## src/rtl/hazard_ctrl_unit_if.sv

```systemverilog
// Hazard-controller port bundle: ID/EX decode fields in, pipeline stall/flush controls out.
// master = datapath side, slave = hazard_ctrl_unit.
interface hazard_ctrl_unit_if;
    logic [6:0] id_opcode;
    logic [4:0] id_rs1;
    logic [4:0] id_rs2;
    logic [6:0] ex_opcode;
    logic [4:0] ex_rd;
    logic       ex_mem_read;
    logic       ex_branch_taken;
    logic       ex_muldiv;
    logic       stall;
    logic       id_bubble;
    logic       ex_hold;
    logic       flush;
    logic       muldiv_busy;

    modport master (
        output id_opcode, id_rs1, id_rs2, ex_opcode, ex_rd,
               ex_mem_read, ex_branch_taken, ex_muldiv,
        input  stall, id_bubble, ex_hold, flush, muldiv_busy
    );

    modport slave (
        input  id_opcode, id_rs1, id_rs2, ex_opcode, ex_rd,
               ex_mem_read, ex_branch_taken, ex_muldiv,
        output stall, id_bubble, ex_hold, flush, muldiv_busy
    );
endinterface

```

## src/rtl/hazard_ctrl_unit.sv

```systemverilog
// Pipeline hazard controller: load-use stalls, EX redirect flushes and, when MULDIV_STALL_EN
// is defined, a fixed-latency EX hold for M-extension ops (MULDIV_LATENCY total EX cycles).
module hazard_ctrl_unit #(
    parameter int MULDIV_LATENCY = 4
) (
    input  logic               clk,
    input  logic               reset,
    hazard_ctrl_unit_if.slave  hz
);

    localparam logic [6:0] OP_LUI    = 7'b0110111;
    localparam logic [6:0] OP_AUIPC  = 7'b0010111;
    localparam logic [6:0] OP_JAL    = 7'b1101111;
    localparam logic [6:0] OP_JALR   = 7'b1100111;
    localparam logic [6:0] OP_BRANCH = 7'b1100011;
    localparam logic [6:0] OP_STORE  = 7'b0100011;
    localparam logic [6:0] OP_RTYPE  = 7'b0110011;
    localparam logic [6:0] OP_AMO    = 7'b0101111;

    if ((MULDIV_LATENCY < 2) || (MULDIV_LATENCY > 32)) begin : g_bad_latency
        $error("hazard_ctrl_unit: MULDIV_LATENCY must be in 2..32");
    end

    function automatic logic uses_rs1(input logic [6:0] op);
        return !((op == OP_LUI) || (op == OP_AUIPC) || (op == OP_JAL));
    endfunction

    function automatic logic uses_rs2(input logic [6:0] op);
        return (op == OP_BRANCH) || (op == OP_STORE) || (op == OP_RTYPE) || (op == OP_AMO);
    endfunction

    logic load_use_s;
    logic redirect_s;
    logic stall_s;
    logic id_bubble_s;
    logic ex_hold_s;
    logic flush_s;
    logic muldiv_busy_s;

    // Hazard detection between the ID and EX slots
    always_comb begin
        load_use_s = 1'b0;
        redirect_s = 1'b0;
        if (hz.ex_mem_read && (hz.ex_rd != 5'd0)) begin
            load_use_s = (uses_rs1(hz.id_opcode) && (hz.ex_rd == hz.id_rs1)) ||
                         (uses_rs2(hz.id_opcode) && (hz.ex_rd == hz.id_rs2));
        end else begin
            load_use_s = 1'b0;
        end
        redirect_s = ((hz.ex_opcode == OP_BRANCH) && hz.ex_branch_taken) ||
                     (hz.ex_opcode == OP_JAL) || (hz.ex_opcode == OP_JALR);
    end

`ifdef MULDIV_STALL_EN
    localparam int              CNT_W    = $clog2(MULDIV_LATENCY);
    localparam logic [CNT_W-1:0] CNT_ZERO = {CNT_W{1'b0}};
    localparam logic [CNT_W-1:0] CNT_ONE  = CNT_W'(1);
    // Loaded value leaves MULDIV_LATENCY-2 further stall cycles after the entry cycle
    localparam logic [CNT_W-1:0] CNT_INIT = CNT_W'(MULDIV_LATENCY - 2);

    typedef enum logic [0:0] {
        ST_RUN         = 1'b0,
        ST_MULDIV_WAIT = 1'b1
    } state_t;

    state_t            state_r;
    state_t            state_nx_s;
    logic [CNT_W-1:0]  cnt_r;
    logic [CNT_W-1:0]  cnt_nx_s;

    // State and wait-counter register with synchronous reset
    always_ff @(posedge clk) begin
        if (reset) begin
            state_r <= ST_RUN;
            cnt_r   <= CNT_ZERO;
        end else begin
            state_r <= state_nx_s;
            cnt_r   <= cnt_nx_s;
        end
    end

    // Next-state and pipeline-control decode; redirect outranks muldiv outranks load-use
    always_comb begin
        state_nx_s  = state_r;
        cnt_nx_s    = cnt_r;
        stall_s     = 1'b0;
        id_bubble_s = 1'b0;
        ex_hold_s   = 1'b0;
        flush_s     = 1'b0;
        if (reset) begin
            state_nx_s = ST_RUN;
            cnt_nx_s   = CNT_ZERO;
        end else begin
            case (state_r)
                ST_RUN: begin
                    if (redirect_s) begin
                        flush_s = 1'b1;
                    end else if (hz.ex_muldiv) begin
                        stall_s   = 1'b1;
                        ex_hold_s = 1'b1;
                        // A two-cycle op needs only this entry stall, so no wait state
                        if (MULDIV_LATENCY > 2) begin
                            state_nx_s = ST_MULDIV_WAIT;
                            cnt_nx_s   = CNT_INIT;
                        end else begin
                            state_nx_s = ST_RUN;
                        end
                    end else if (load_use_s) begin
                        stall_s     = 1'b1;
                        id_bubble_s = 1'b1;
                    end else begin
                        state_nx_s = ST_RUN;
                    end
                end
                ST_MULDIV_WAIT: begin
                    if (cnt_r != CNT_ZERO) begin
                        stall_s   = 1'b1;
                        ex_hold_s = 1'b1;
                        cnt_nx_s  = cnt_r - CNT_ONE;
                    end else begin
                        state_nx_s = ST_RUN;
                    end
                end
                default: begin
                    state_nx_s = ST_RUN;
                    cnt_nx_s   = CNT_ZERO;
                end
            endcase
        end
    end

    assign muldiv_busy_s = (state_r == ST_MULDIV_WAIT) && !reset;

`else
    logic unused_s;
    // Single-cycle multiplier build: no EX hold, only redirect and load-use
    always_comb begin
        stall_s     = 1'b0;
        id_bubble_s = 1'b0;
        ex_hold_s   = 1'b0;
        flush_s     = 1'b0;
        if (reset) begin
            flush_s = 1'b0;
        end else if (redirect_s) begin
            flush_s = 1'b1;
        end else if (load_use_s) begin
            stall_s     = 1'b1;
            id_bubble_s = 1'b1;
        end else begin
            stall_s = 1'b0;
        end
    end

    assign muldiv_busy_s = 1'b0;
    assign unused_s      = ^{clk, hz.ex_muldiv, 1'(MULDIV_LATENCY)};
`endif

    assign hz.stall       = stall_s;
    assign hz.id_bubble   = id_bubble_s;
    assign hz.ex_hold     = ex_hold_s;
    assign hz.flush       = flush_s;
    assign hz.muldiv_busy = muldiv_busy_s;

endmodule

```

## src/flat_wrapper.sv

```systemverilog
// flat-port wrapper written by rule: the top's interface ports become plain ports
module hazard_ctrl_unit_flat 
#(
    parameter int MULDIV_LATENCY = 4
)
  (clk, reset, hz_id_opcode, hz_id_rs1, hz_id_rs2, hz_ex_opcode, hz_ex_rd, hz_ex_mem_read, hz_ex_branch_taken, hz_ex_muldiv, hz_stall, hz_id_bubble, hz_ex_hold, hz_flush, hz_muldiv_busy);
  hazard_ctrl_unit_if hz_i ();
  input  logic clk;
  input  logic reset;
  input wire logic [$bits(hz_i.id_opcode)-1:0] hz_id_opcode;
  input wire logic [$bits(hz_i.id_rs1)-1:0] hz_id_rs1;
  input wire logic [$bits(hz_i.id_rs2)-1:0] hz_id_rs2;
  input wire logic [$bits(hz_i.ex_opcode)-1:0] hz_ex_opcode;
  input wire logic [$bits(hz_i.ex_rd)-1:0] hz_ex_rd;
  input wire logic [$bits(hz_i.ex_mem_read)-1:0] hz_ex_mem_read;
  input wire logic [$bits(hz_i.ex_branch_taken)-1:0] hz_ex_branch_taken;
  input wire logic [$bits(hz_i.ex_muldiv)-1:0] hz_ex_muldiv;
  output wire logic [$bits(hz_i.stall)-1:0] hz_stall;
  output wire logic [$bits(hz_i.id_bubble)-1:0] hz_id_bubble;
  output wire logic [$bits(hz_i.ex_hold)-1:0] hz_ex_hold;
  output wire logic [$bits(hz_i.flush)-1:0] hz_flush;
  output wire logic [$bits(hz_i.muldiv_busy)-1:0] hz_muldiv_busy;
  assign hz_i.id_opcode = hz_id_opcode;
  assign hz_i.id_rs1 = hz_id_rs1;
  assign hz_i.id_rs2 = hz_id_rs2;
  assign hz_i.ex_opcode = hz_ex_opcode;
  assign hz_i.ex_rd = hz_ex_rd;
  assign hz_i.ex_mem_read = hz_ex_mem_read;
  assign hz_i.ex_branch_taken = hz_ex_branch_taken;
  assign hz_i.ex_muldiv = hz_ex_muldiv;
  assign hz_stall = hz_i.stall;
  assign hz_id_bubble = hz_i.id_bubble;
  assign hz_ex_hold = hz_i.ex_hold;
  assign hz_flush = hz_i.flush;
  assign hz_muldiv_busy = hz_i.muldiv_busy;
  hazard_ctrl_unit #(.MULDIV_LATENCY(MULDIV_LATENCY)) u_core (.clk(clk), .reset(reset), .hz(hz_i));
endmodule
```

## config.mk

```make
export PLATFORM = sky130hd
export DESIGN_NAME = hazard_ctrl_unit_flat
export DESIGN_NICKNAME = d
export VERILOG_FILES = /design/src/rtl/hazard_ctrl_unit_if.sv /design/src/rtl/hazard_ctrl_unit.sv /design/src/flat_wrapper.sv
export SDC_FILE = /design/constraint.sdc
export NUM_CORES = 1
export LEC_CHECK = 0
export CORE_AREA = 4 4 41 43
export DETAILED_ROUTE_END_ITERATION = 6
export DIE_AREA = 0 0 45 47
export PLACE_DENSITY = 0.76
export SETUP_SLACK_MARGIN = 0.3
export SLEW_MARGIN = 20
export SYNTH_ARGS = -nofsm -noshare
export SYNTH_HDL_FRONTEND = slang
export SYNTH_SLANG_ARGS = --single-unit
export TNS_END_PERCENT = 50
```

## constraint.sdc

```tcl
create_clock -name vclk -period 1.4
set_clock_uncertainty 0.2 [all_clocks]
set_input_delay 0.21 -clock vclk [all_inputs]
set_output_delay 0.21 -clock vclk [all_outputs]
set_load 0.02 [all_outputs]
```

Word level (Yosys, flattened, before mapping)
Index checks and enable logic that the tools add are counted.

Logic and storage cells: 32. Register bits: 0. Output and inout bits: 5.

Equality and inequality tests: 12. Reductions and logical operators: 14. Multiplexer cells: 6.

Operators by type and width (number): equality test 7 bit, second input constant (5); equality test 7 x 6 -> 1 bit, second input constant (4); equality test 5 bit (2); logical OR 1 bit (8); equality test 7 x 5 -> 1 bit, second input constant (1); two-way mux 1 bit (6); nonzero test 5 bit (1); logical AND 1 bit (4); zero test 1 bit (1).

Logic depth before layout (Yosys ltp)
Depth in word-level cells: 10. Depth in mapped cells: 5.

Least setup slack after synthesis
No wires, ideal clock.

Path kind: input port to output port. Start: input hz_ex_rd[4]. End: output hz_stall. Arrival: 1343 ps. Slack: -353 ps. Cell stages on the path: 5. Required time: 990 ps. Buffers on the path: 1. Cells stage by stage: xor2_1 -> nor4_1 -> nand4_1 -> a21oi_1 -> buf_4.

Word-level cells in the longest chain between the ends: 7. Elaborated cells on any way between the ends: 11. Classes of those cells: 2 x eq/ne; 4 x mux; 5 x reduce/logical.

RTL lines: start, declared (RTL line flat_wrapper.sv:14) `input wire logic [$bits(hz_i.ex_rd)-1:0] hz_ex_rd;`; equality test 5 bit, on equally long branches (RTL line hazard_ctrl_unit.sv:45, hazard_ctrl_unit.sv:46); logical AND 1 bit, on equally long branches (RTL line hazard_ctrl_unit.sv:45, hazard_ctrl_unit.sv:46); logical OR 1 bit (RTL line hazard_ctrl_unit.sv:45) `load_use_s = (uses_rs1(hz.id_opcode) && (hz.ex_rd == hz.id_rs1)) ||`; two-way mux 1 bit * (RTL line hazard_ctrl_unit.sv:44) `if (hz.ex_mem_read && (hz.ex_rd != 5'd0)) begin`; two-way mux 1 bit * (3 in series); end, declared (RTL line flat_wrapper.sv:18) `output wire logic [$bits(hz_i.stall)-1:0] hz_stall;`.

Every way passes the cells marked *; elsewhere a longest branch is shown, timed or not.

Worst setup path after layout
Start: input hz_ex_rd[3]. End: output hz_id_bubble.

Word-level cells in the longest chain between the ends: 7. Elaborated cells on any way between the ends: 11. Classes of those cells: 2 x eq/ne; 4 x mux; 5 x reduce/logical.

RTL lines: equality test 5 bit, on equally long branches (RTL line hazard_ctrl_unit.sv:45, hazard_ctrl_unit.sv:46); logical AND 1 bit, on equally long branches (RTL line hazard_ctrl_unit.sv:45, hazard_ctrl_unit.sv:46); logical OR 1 bit (RTL line hazard_ctrl_unit.sv:45); two-way mux 1 bit * (RTL line hazard_ctrl_unit.sv:44); two-way mux 1 bit * (RTL line hazard_ctrl_unit.sv:146) `end else if (load_use_s) begin`; two-way mux 1 bit * (RTL line hazard_ctrl_unit.sv:144) `end else if (redirect_s) begin`; two-way mux 1 bit * (RTL line hazard_ctrl_unit.sv:142) `if (reset) begin`; end, declared (RTL line flat_wrapper.sv:19) `output wire logic [$bits(hz_i.id_bubble)-1:0] hz_id_bubble;`.

Marked as above.

==> summary.md <==
| Metric | Value |
|---|---|
| Largest net degree at the start of global routing | 5 |
| Initial DRT Pass Iterations | 1 |
| Fillers | 137 |
| Worst Setup Path Type | primary input to output port |
| Initial Utilization | 0.188 |
| Share of cells above drive strength 1 | 0.562 |
| Hold_buf cts | 0 |
| Critical Path AT | 1.27 ns |
| FF+latch count | 0 |
| Vias after detailed routing | a little over 400 |
| Synthesized cell area | 244 sq um |
| Hold crit path type | primary input to output port |
| Period utilisation layout | 1.20 |
| Nets | ~110 |
| CP required | just under 1 ns |
| WL final | ~1.1 mm |
| Setup Viol. Count Final | 3 |
| Synthesis Warnings | 0 |
| Startpoint types | primary input |
| DP Area | 657 sq um |
| Most numerous cell in the Yosys netlist | xnor2_1 |
| Achievable Freq | 595 MHz |
| I/O pin count | 39 |
| Failing checks | setup timing |
| Antenna diode count | 0 |
| Finished Cell Area | between 600 and 700 sq um |
| Crit Path Max Fanout | 2 |
| Setup tns final | -0.740 ns |
| Non-filler cells, final | a little under 90 |
| CP peak stage delay | 0.54 ns |
| Synth top cells by count | xnor2_1 (7), buf_4 (3), xor2_1 (3) |
| Layout area overhead | 172% |
| GR Overflow Total | 0 |
| Crit-path cells | buf_8 > or4_4 > o2111ai_4 > a21oi_4 > buf_6 |
| Gr usage total | 0.102 |
| DR vias/cell | 4.58 |
| Cell count after synthesis | 34 |
| Number of distinct library cells after synthesis | 21 |
| Routed WL per cell | approximately 12 um |
| Crit. End Element | output port |
| VDD IR max | between 0.1 and 0.15 mV |
| Die Height | ~47 um |
| RSZ-0062 raised after global routing | true |
| Remaining antenna violation count | 0 |
| Static leakage | about 0.00029 uW |
| Die area | roughly 2100 sq um |
| Register area | 0 sq um |
| Hold Fails Final Rpt | 0 |
| Status | finished with violations |
| FP Rows | 13 |
| MaxCap Viol Count | 0 |
| Critical-path top delay cell | or4_4 |
| Dominant cell type by area after synthesis | xnor2_1 |
| DP Cell Count | 86 |
| DRC | 0 |
| Vias in the first global route | 427 |
| Top post-synthesis cells by area | xnor2_1 (25%), xor2_1 (11%), buf_4 (9.2%) |
| First-pass GRT wire length | between 1.5 and 2 mm |
| Final HPWL DP | approximately 910 um |
| Port bufs | 35 |
| Post-layout util | 0.510 |
| Slew Viols, Final | 0 |
| Core area | about 1300 sq um |
| GPL Wtd Cong | 0.742 |
| Clkbuf count | 0 |
| Fin crit period | 1.68 ns |
| PwrDens | roughly 240 nW/um^2 |
| Antenna violations before repair | 0 |
| Die Span X | between 40 and 50 um |
| Post-synth top area share | 0.251 |
| Sequential share of the synthesized area | 0 |
| Syn avg cell area | around 7.2 sq um |
| DR iter-0 viols | 0 |
| Worst setup margin | -0.280 ns |
-- logic make-up after synthesis --
| kind of cell | Yosys count | synth area share |
|---|---|---|
| xor gates and xnor gates | 10 | 0.359 |
| other | 1 | 0.0154 |
| buffers and inverters | 5 | 0.123 |
| and+or+nand+nor | 11 | 0.277 |
| AOI/OAI and AO/OA | 7 | 0.226 |
-- repair_timing --
item / CTS / global route
buffers inserted: 2 / 0
resized for setup: 110 / 13
pin swaps: 20 / 11
setup endpoints to repair: 3 / 3
-- layer usage --
metal  vias up  track usage  share of wire
met2        28        0.215           0.52
li1        199            -              -
met3         0       0.0230           0.17
met5         -            0              0
met1       176        0.108           0.32
met4         0            0              0
-- stage by stage --
step	total power (uW)	setup WS, ns	hold slack (ns)
after floorplan	53.3	-0.191	0.300
after global placement	164	-1.11	1.27
after detailed placement	166	-1.12	1.28
after CTS	154	-0.291	0.745
after global routing	173	-0.335	0.775
final	161	-0.280	0.733
-- layout make-up --
cell class | instances | area, sq um | area share
Timing Repair Buffer | 41 | 327 | 0.492
Multi-Input combinational cell | 30 | 310 | 0.468
Tap cell | 15 | 18.8 | 0.0283
Inverter | 2 | 7.51 | 0.0113
-- path summary, 6_finish.rpt --
check / depth (start not counted) / slack [ns] / from / to
worst max-delay path: 5 / -0.28 / hz_ex_rd[3] / hz_id_bubble
worst min-delay path: 5 / 0.73 / hz_id_opcode[4] / hz_stall
-- critical path: cells and delay by family --
family | cells | cell delay, ns
AOI/OAI and AO/OA | 2 | 0.29
buffers and inverters | 2 | 0.23
and+or+nand+nor | 1 | 0.54
-- report_power, final --
| part | switching, uW | leakage, uW | internal (uW) |
|---|---|---|---|
| clock | 0 | 0 | 0 |
| sequential | 0 | 0 | 0 |
| combinational | 64.9 | 0.000289 | 95.9 |
-- placed cells by master (no fill, tap or decap), drive strengths merged --
cell type	count
xor2	3
nand2	1
nand3	2
or4	1
o211ai	1
nor4	1
o31ai	1
dlygate4sd2	4
clkdlybuf4s50	2
nor2	1
o2111ai	1
clkbuf	3
buf	25
nor2b	1
inv	2
and4b	1
nand4	1
conb	2
a21oi	1
nand4b	1
a211o	2
clkdlybuf4s15	7
o311ai	1
nor3	1
xnor2	7
No activity file was read; power rests on OpenSTA's default activity.
